File: config.mk
export PLATFORM = sky130hd
export DESIGN_NAME = exc_unit
export DESIGN_NICKNAME = d
export VERILOG_FILES = /design/src/rtl/exc_unit_pkg.sv /design/src/rtl/exc_unit_sync.sv /design/src/rtl/exc_unit.sv
export SDC_FILE = /design/constraint.sdc
export NUM_CORES = 1
export LEC_CHECK = 0
export ABC_AREA = 1
export BUFFER_PORTS_ARGS = -buffer_cell sky130_fd_sc_hd__buf_2
export CORE_MARGIN = 1.5
export CORE_UTILIZATION = 40
export CTS_CLUSTER_SIZE = 30
export DETAILED_ROUTE_END_ITERATION = 10
export PLACE_DENSITY = 0.7
export SLEW_MARGIN = 10
export SYNTH_ARGS = -nofsm -noshare
export SYNTH_HDL_FRONTEND = slang
export SYNTH_HIERARCHICAL = 1
export SYNTH_SLANG_ARGS = --single-unit
File: constraint.sdc
create_clock -name clk -period 3.5 [get_ports clk]
set_input_delay 0.525 -clock clk [delete_from_list [all_inputs] [get_ports clk]]
set_output_delay 0.525 -clock clk [all_outputs]
set_load 0.1 [all_outputs]
File: src/rtl/exc_unit_pkg.sv
// Shared exception-unit definitions: ExcCode values, CP0 register numbers
// and the per-stage exception tag record.
package exc_unit_pkg;

    localparam logic [4:0] EXC_INT  = 5'd0;
    localparam logic [4:0] EXC_ADEL = 5'd4;
    localparam logic [4:0] EXC_ADES = 5'd5;
    localparam logic [4:0] EXC_SYS  = 5'd8;
    localparam logic [4:0] EXC_BP   = 5'd9;
    localparam logic [4:0] EXC_RI   = 5'd10;
    localparam logic [4:0] EXC_OV   = 5'd12;

    localparam logic [4:0] CP0_BADVADDR = 5'd8;
    localparam logic [4:0] CP0_STATUS   = 5'd12;
    localparam logic [4:0] CP0_CAUSE    = 5'd13;
    localparam logic [4:0] CP0_EPC      = 5'd14;

    localparam logic [31:0] STATUS_RST = 32'h0040_0000;

    typedef struct packed {
        logic        v;
        logic [4:0]  code;
        logic        bd;
        logic [31:0] pc;
        logic [31:0] badva;
    } exc_tag_t;

    function automatic logic is_addr_exc(input logic [4:0] code);
        return (code == EXC_ADEL) || (code == EXC_ADES);
    endfunction

endpackage

File: src/rtl/exc_unit_sync.sv
// Two-flop synchroniser for the asynchronous interrupt request lines.
module exc_sync #(
    parameter int W = 6
) (
    input  logic         clk,
    input  logic         resetn,
    input  logic [W-1:0] i_async,
    output logic [W-1:0] o_sync
);

    logic [W-1:0] r_s1;
    logic [W-1:0] r_s2;

    always_ff @(posedge clk or negedge resetn) begin
        if (!resetn) begin
            r_s1 <= '0;
            r_s2 <= '0;
        end else begin
            r_s1 <= i_async;
            r_s2 <= r_s1;
        end
    end

    assign o_sync = r_s2;

endmodule

File: src/rtl/exc_unit.sv
// Precise exception / interrupt unit: carries per-stage exception tags to
// commit, takes exceptions and ERET there, and owns the CP0 exception regs.
module exc_unit
    import exc_unit_pkg::*;
#(
    parameter int          NSTAGE  = 5,
    parameter int          NINT    = 6,
    parameter logic [31:0] EXC_VEC = 32'hBFC00380
) (
    input  logic                clk,
    input  logic                resetn,
    input  logic [NINT-1:0]     ext_int,
    input  logic                adv,
    input  logic [NSTAGE-1:0]   stg_valid,
    input  logic [NSTAGE-1:0]   raise,
    input  logic [5*NSTAGE-1:0] raise_code,
    input  logic [32*NSTAGE-1:0] stg_pc,
    input  logic [32*NSTAGE-1:0] stg_badva,
    input  logic [NSTAGE-1:0]   stg_bd,
    input  logic                eret,
    input  logic                cp0_we,
    input  logic [4:0]          cp0_addr,
    input  logic [31:0]         cp0_wdata,
    output logic [31:0]         cp0_rdata,
    output logic                flush,
    output logic [31:0]         redirect_pc,
    output logic [31:0]         epc,
    output logic [31:0]         cause,
    output logic [31:0]         status,
    output logic [31:0]         badvaddr
);

    localparam int C = NSTAGE - 1;

    exc_tag_t    r_tag [NSTAGE-1:1];
    exc_tag_t    w_rtag [NSTAGE];
    exc_tag_t    w_prev [NSTAGE-1:1];
    exc_tag_t    w_ctag;
    logic [NINT-1:0] w_sync;
    logic [5:0]  w_hwip;
    logic        w_adv, w_exc, w_int, w_take, w_eret, w_tbd;
    logic [4:0]  w_code;
    logic [31:0] w_tpc;

    logic [31:0] r_epc, r_bva, r_status;
    logic        r_bd;
    logic [1:0]  r_ip_sw;
    logic [5:0]  r_ip_hw;
    logic [4:0]  r_code;

    exc_sync #(.W(NINT)) u_sync (
        .clk     (clk),
        .resetn  (resetn),
        .i_async (ext_int),
        .o_sync  (w_sync)
    );

    for (genvar k = 0; k < 6; k++) begin : g_hwip
        if (k < NINT) begin : g_on
            assign w_hwip[k] = w_sync[k];
        end else begin : g_off
            assign w_hwip[k] = 1'b0;
        end
    end

    // Gating with resetn keeps flush/redirect quiet for the whole reset window.
    assign w_adv = adv & resetn;

    // A raise from a bubble stage carries no instruction and is dropped.
    always_comb begin
        for (int i = 0; i < NSTAGE; i++) begin
            w_rtag[i] = '0;
            if (raise[i] && stg_valid[i])
                w_rtag[i] = '{v: 1'b1, code: raise_code[5*i +: 5], bd: stg_bd[i],
                              pc: stg_pc[32*i +: 32], badva: stg_badva[32*i +: 32]};
        end
    end

    // Older (already tagged) exceptions beat anything raised later in the stage.
    always_comb begin
        w_prev[1] = w_rtag[0];
        for (int i = 2; i < NSTAGE; i++)
            w_prev[i] = r_tag[i-1].v ? r_tag[i-1] : w_rtag[i-1];
    end

    always_ff @(posedge clk or negedge resetn) begin
        if (!resetn) begin
            for (int i = 1; i < NSTAGE; i++) r_tag[i] <= '0;
        end else if (w_adv) begin
            for (int i = 1; i < NSTAGE; i++) r_tag[i] <= flush ? '0 : w_prev[i];
        end
    end

    assign w_ctag = r_tag[C].v ? r_tag[C] : w_rtag[C];
    assign w_exc  = stg_valid[C] & w_ctag.v;
    assign w_int  = stg_valid[C] & r_status[0] & ~r_status[1] &
                    (|({r_ip_hw, r_ip_sw} & r_status[15:8]));
    assign w_take = w_adv & (w_int | w_exc);
    assign w_eret = w_adv & eret & ~w_take;
    assign w_code = w_int ? EXC_INT : w_ctag.code;
    assign w_tbd  = w_int ? stg_bd[C] : w_ctag.bd;
    assign w_tpc  = w_int ? stg_pc[32*C +: 32] : w_ctag.pc;

    assign flush       = w_take | w_eret;
    assign redirect_pc = w_take ? EXC_VEC : (w_eret ? r_epc : 32'd0);

    // MTC0 is applied first so the take fields below override it on the same edge.
    always_ff @(posedge clk or negedge resetn) begin
        if (!resetn) begin
            r_epc    <= '0;
            r_bva    <= '0;
            r_status <= STATUS_RST;
            r_bd     <= 1'b0;
            r_ip_sw  <= '0;
            r_ip_hw  <= '0;
            r_code   <= '0;
        end else begin
            r_ip_hw <= w_hwip;
            if (w_adv) begin
                if (cp0_we) begin
                    case (cp0_addr)
                        CP0_BADVADDR: r_bva    <= cp0_wdata;
                        CP0_STATUS:   r_status <= cp0_wdata;
                        CP0_CAUSE:    r_ip_sw  <= cp0_wdata[9:8];
                        CP0_EPC:      r_epc    <= cp0_wdata;
                        default: ;
                    endcase
                end
                if (w_take) begin
                    r_status[1] <= 1'b1;
                    r_code      <= w_code;
                    r_bd        <= w_tbd;
                    if (!r_status[1]) r_epc <= w_tbd ? w_tpc - 32'd4 : w_tpc;
                    if (is_addr_exc(w_code)) r_bva <= w_ctag.badva;
                end else if (w_eret) begin
                    r_status[1] <= 1'b0;
                end
            end
        end
    end

    assign epc      = r_epc;
    assign badvaddr = r_bva;
    assign status   = r_status;
    assign cause    = {r_bd, 15'd0, r_ip_hw, r_ip_sw, 1'b0, r_code, 2'b00};

    always_comb begin
        cp0_rdata = '0;
        case (cp0_addr)
            CP0_BADVADDR: cp0_rdata = r_bva;
            CP0_STATUS:   cp0_rdata = r_status;
            CP0_CAUSE:    cp0_rdata = cause;
            CP0_EPC:      cp0_rdata = r_epc;
            default:      cp0_rdata = '0;
        endcase
    end

endmodule

Yosys cells after proc, flatten, opt, wreduce, memory -nomap -nowiden
Cells that the tools add are included.
{"block": "totals", "regBits": 406, "in_bits": 408, "out_inout_bits": 193, "word_cells": 95}
{"block": "op_classes", "add_sub_neg": 1, "eq_ne": 6, "mux": 32, "bitwise": 13, "reduce_logical": 13}
{"op": "two-way mux 71 bit", "count": 13}
{"op": "two-way mux 32 bit", "count": 12}
{"op": "one-hot mux 32 bit (4 select lines)", "count": 1}
{"op": "subtractor 32 x 3 -> 32 bit (second input constant)", "count": 1}
{"op": "== test 5 x 4 -> 1 bit (second input constant)", "count": 4}
{"op": "== test 5 x 3 -> 1 bit (second input constant)", "count": 2}
{"op": "AND reduction 3 bit", "count": 3}
{"op": "AND 1 bit", "count": 8}
{"op": "AND 8 bit", "count": 1}
{"op": "OR reduction 8 bit", "count": 1}
{"op": "nonzero test 3 bit", "count": 2}
{"op": "logical AND 1 bit", "count": 5}
{"op": "two-way mux 5 bit", "count": 1}
{"op": "two-way mux 2 bit", "count": 2}
{"op": "two-way mux 1 bit", "count": 3}
{"op": "NOT 1 bit", "count": 2}
{"op": "OR 1 bit", "count": 2}
{"op": "AND reduction 2 bit", "count": 1}
{"op": "logical OR 1 bit", "count": 1}

Longest topological paths before layout
{"block": "logic_depth", "depth_word": 10, "mapped_depth": 24}

By module
Netlist, hierarchy kept.
{"module": "exc_unit", "instances": 1, "cells_each": 2997, "area_each_um2": 22251.3, "seq_area_each_um2": 9860.7}
{"module": "exc_sync", "instances": 1, "cells_each": 12, "area_each_um2": 300.3, "seq_area_each_um2": 300.3}

Worst setup path before layout
OpenSTA, ideal clock, no wires.
{"block": "synth_path", "kind": "input to output", "from": "input cp0_addr[4]", "to": "output cp0_rdata[14]", "arrival_time_ps": 3325, "t_required_ps": 2975, "path_slack_ps": -350, "path_stages": 4, "path_buffers": 1, "cell_sequence": "nor4_2 -> inv_1 -> clkbuf_1 -> o21ai_0"}
{"block": "synth_via", "elab_chain_cells": 2}
{"item": "from (decl)", "line_no": "exc_unit.sv:22", "text": "input logic [4:0] cp0_addr,"}
{"item": "== test 5 x 4 -> 1 bit", "line_no": "exc_unit.sv:149", "text": "case (cp0_addr)"}
{"item": "one-hot mux 32 bit (4 select lines) *", "line_no": "exc_unit.sv:149"}
{"item": "to (decl)", "line_no": "exc_unit.sv:24", "text": "output logic [31:0] cp0_rdata,"}
Mark *: on every way between the ends. The rest lies on a longest branch, timed or not.

Final worst setup path
{"block": "layout_path", "from": "register r_status[1] (netlist: status[1])", "to": "output redirect_pc[6]"}
{"block": "layout_via", "elab_chain_cells": 9}
{"item": "from (decl)", "line_no": "exc_unit.sv:45", "text": "logic [31:0] r_epc, r_bva, r_status;"}
{"item": "from (signal assigned)", "line_no": "exc_unit.sv:123", "text": "CP0_STATUS: r_status <= cp0_wdata;"}
{"item": "NOT 1 bit *", "line_no": "exc_unit.sv:96", "text": "assign w_int = stg_valid[C] & r_status[0] & ~r_status[1] &"}
{"item": "AND 1 bit * (2 in a row)", "line_no": "exc_unit.sv:96"}
{"item": "OR 1 bit *", "line_no": "exc_unit.sv:98", "text": "assign w_take = w_adv & (w_int | w_exc);"}
{"item": "AND 1 bit *", "line_no": "exc_unit.sv:98"}
{"item": "NOT 1 bit", "line_no": "exc_unit.sv:99", "text": "assign w_eret = w_adv & eret & ~w_take;"}
{"item": "AND 1 bit", "line_no": "exc_unit.sv:99"}
{"item": "two-way mux 32 bit", "line_no": "exc_unit.sv:105", "text": "assign redirect_pc = w_take ? EXC_VEC : (w_eret ? r_epc : 32'd0);"}
{"item": "two-way mux 32 bit *", "line_no": "exc_unit.sv:105"}
{"item": "to (decl)", "line_no": "exc_unit.sv:26", "text": "output logic [31:0] redirect_pc,"}
Marks and branches as above.

==> impl_metrics.yaml <==
cells_and_area:
  seq_area_sq_um: 10160
  multi_input_area_sq_um: 9869
  final_cell_mix: "nand3_1 (564), buf_2 (516), nand2_1 (483)"
  drive_gt1_share_pct: 23.54
  final_nets: 3870
  fill_cells: 5351
  instances_no_fill: 4263
  final_common_cell: "nand3_1"
  area_growth_pct: 26.79
setup_path:
  crit_required_ns: 2.97
  cp-start-kind: "flop"
  path_class: "reg -> out"
  worst-endpoint-arrival_ns: 2.93
  crit_slowest_cell: "dfrtp_1"
  cp_max_fo: 19
  r2r_setup_slack_ns: 0.45
  cp-end-kind: "output pin"
  path_cells: "nor2_8 > nand2_8 > inv_2 > a211oi_2 > nor2_4 > nor2_1 > inv_1 > buf_4 > nor2_1 > buf_12"
  slowest_delay_ns: 0.56
  crit_top_cell: "nor2_1"
cts:
  cts_root_buf: "clkbuf_16"
  path_clk_slew_ns: 0.06
  cts_max_level: 2
  clock_sinks: 406
  cts_buffers: 48
  clk_latency_ns: 0.59
  cts_tree: "built"
  clock_path_buffers: 3
synth:
  synth_fa_ha_area_share_pct: 0.05548
  synth-simple-area-share_pct: 23.56
  yosysWarnings: 6
  synth_xor_area_share_pct: 0.2719
  syn_inst: 3009
  synthMuxAreaShare_pct: 1.248
  yosys.cell_types.count: 46
  synth-seq-cells: 406
  synth_top_family_by_area: "simple AND/OR/NAND/NOR gates"
  yosysSeqAreaShare_pct: 45.06
  syn_area_sq_um: 22550
  syn_area_per_cell_sq_um: 7.495
  synth_compound_area_share_pct: 17.90
global_route:
  antenna_found_initial: 17
  overflow: 0
  grt_pass1_vias: 21780
  gr-usage-all-layers_pct: 30.82
  grt_max_degree: 258
  grt_pass1_wl_mm: 134.4
placement:
  portBuffers: 582
  dp.cells: 4154
  dp_hpwl_mm: 67.14
  gp_congestion: 1.027
route:
  drc: 0
  drt_iter0_drc: 2274
  via_per_inst: 5.463
  avgRoutedWirePerCell_um: 21.41
  drt_wl_total_mm: 91.27
  dr.pass1.iters: 5
  postRouteAntennaNets: 0
  vias: 23290
power:
  ir_worst_vdd_mv: 0.5174
  power.total_mw: 15.98
  p_per_area_nw_per_um2: 558.7
  cellLeakagePower_nw: 13.87
worst_hold_path:
  min_path_type: "in -> reg"
timing:
  min_period_ns: 3.452
  fmax_mhz: 289.7
  max_slew_margin_pct: 30.75
  drv_slew: 0
  rsz0062_at_grt: "true"
  worst_slew_pin_slew_ns: 1.039
  fin_skew_ns: 0.01775
  hold_viol: 0
  setup_viol: 0
  fin_crit_sh_pct: 98.62
  holdWs_ns: 0.04483
die:
  die-width_um: 240.4
  initial_core_util_pct: 40.70
  core-area_sq_um: 55420
  fp-row-count: 86
  dieArea_sq_um: 57810
  pin_count: 601
  dieHeight_um: 240.4
flow_run:
  maxCapViolations: 0
status:
  status: "finished clean"
## per-stage QoR
| step | TNS (ns) | util (%) | cell area, sq um | worst slack (ns) |
|---|---|---|---|---|
| after global routing | -0.09788 | 51.58 | 28580 | -0.03237 |
| after detailed placement | 0 | 48.59 | 26930 | 0.3604 |
| after CTS | 0 | 51.52 | 28550 | 0.05201 |
| final | 0 | 51.60 | 28590 | 0.04833 |
| after floorplan | -2.091 | - | 22660 | -0.3498 |
| after global placement | 0 | 48.59 | 26930 | 0.3692 |
## worst max-delay path, delay by kind of cell, from the launching register on
kind	cells	cell delay, ns
buffers and inverters	4	0.76
flip-flops	1	0.56
AND/OR/NAND/NOR	5	0.93
AO/OA/AOI/OAI	1	0.06
## layer usage
metal	part of all wire (%)	vias to the layer above	global-route usage, %
met5	0.047	-	0
met4	4.8	8	15.23
met3	7.5	198	5.327
met2	47	1115	48.77
met1	41	11030	40.67
li1	-	10940	-
## worst paths after layout
path	cells after the start	to	startpoint
min	1	u_sync/r_s1[5]	ext_int[5]
max reg2reg	12	badvaddr[3]	status[1]
max in group asynchronous	4	status[7]	resetn
max	10	redirect_pc[6]	status[1]
min reg2reg	0	r_ip_hw[5]	u_sync/o_sync[5]
min in group asynchronous	2	r_tag[183]	resetn
## state kept, by name (all words and copies together), names as in the netlist
register / flops
badvaddr: 32
epc: 32
u_sync/o_sync: 6
r_ip_sw: 2
u_sync/r_s1: 6
r_ip_hw: 6
r_code: 5
r_tag: 284
r_bd: 1
status: 32
## report_power, final
part	switching (mW)	internal (mW)
logic	4.18	1.12
clock network	2.16	2.86
registers	0.427	5.23
total	6.76	9.21
## synthesized netlist by cell type, drive strengths merged
cell type,number,share of area (%)
nand3,567,13
nor3,7,0.16
nor2,97,1.9
nor4,1,0.055
dfrtp,405,45
nand4,8,0.22
clkinv,2,0.033
o311ai,1,0.039
inv,416,6.9
nand3b,1,0.033
dfstp,1,0.12
o21bai,1,0.033
o31ai,3,0.10
a31oi,2,0.055
o2111ai,13,0.50
nand2,498,8.5
conb,1,0.017
a22oi,47,1.6
xor2,4,0.16
buf,89,2.2
o221ai,27,1.0
a21oi,31,0.74
o22ai,79,2.2
o21ai,509,11
ha,1,0.055
o211ai,2,0.067
or2,1,0.028
a32o,2,0.089
xnor2,3,0.12
clkbuf,164,2.7
mux2,25,1.2
a211oi,1,0.055
## cells by family (layout without fill, tap and decap cells)
logic type / after synthesis / after routing
AO/OA/AOI/OAI: 718 / 718
XOR/XNOR: 7 / 7
adder cells (fa/ha/maj): 1 / 1
buffers and inverters: 671 / 1145
flip-flops: 406 / 406
multiplexers: 25 / 25
other: 1 / 33
AND/OR/NAND/NOR: 1180 / 1180
## final cells by class
type	instances	share of cell area (%)
sequential	406	35.54
multi-input combinational	1949	34.52
timing repair buffer	637	15.48
inverter	418	5.562
clock buffer	66	4.717
tap	748	3.273
clock inverter	23	0.7483
antenna	15	0.1313
timing repair inverter	1	0.02626
## repair_timing
item / in CTS / in global routing
hold endpoints to repair: 2 / 0
pin swaps: 1 / 1
hold buffers: 1 / 0
setup endpoints to repair: 18 / 9
gates cloned: 1 / 0
resized for setup: 6 / 1
buffers inserted: 3 / 0
No activity file was read; power rests on OpenSTA's default activity.
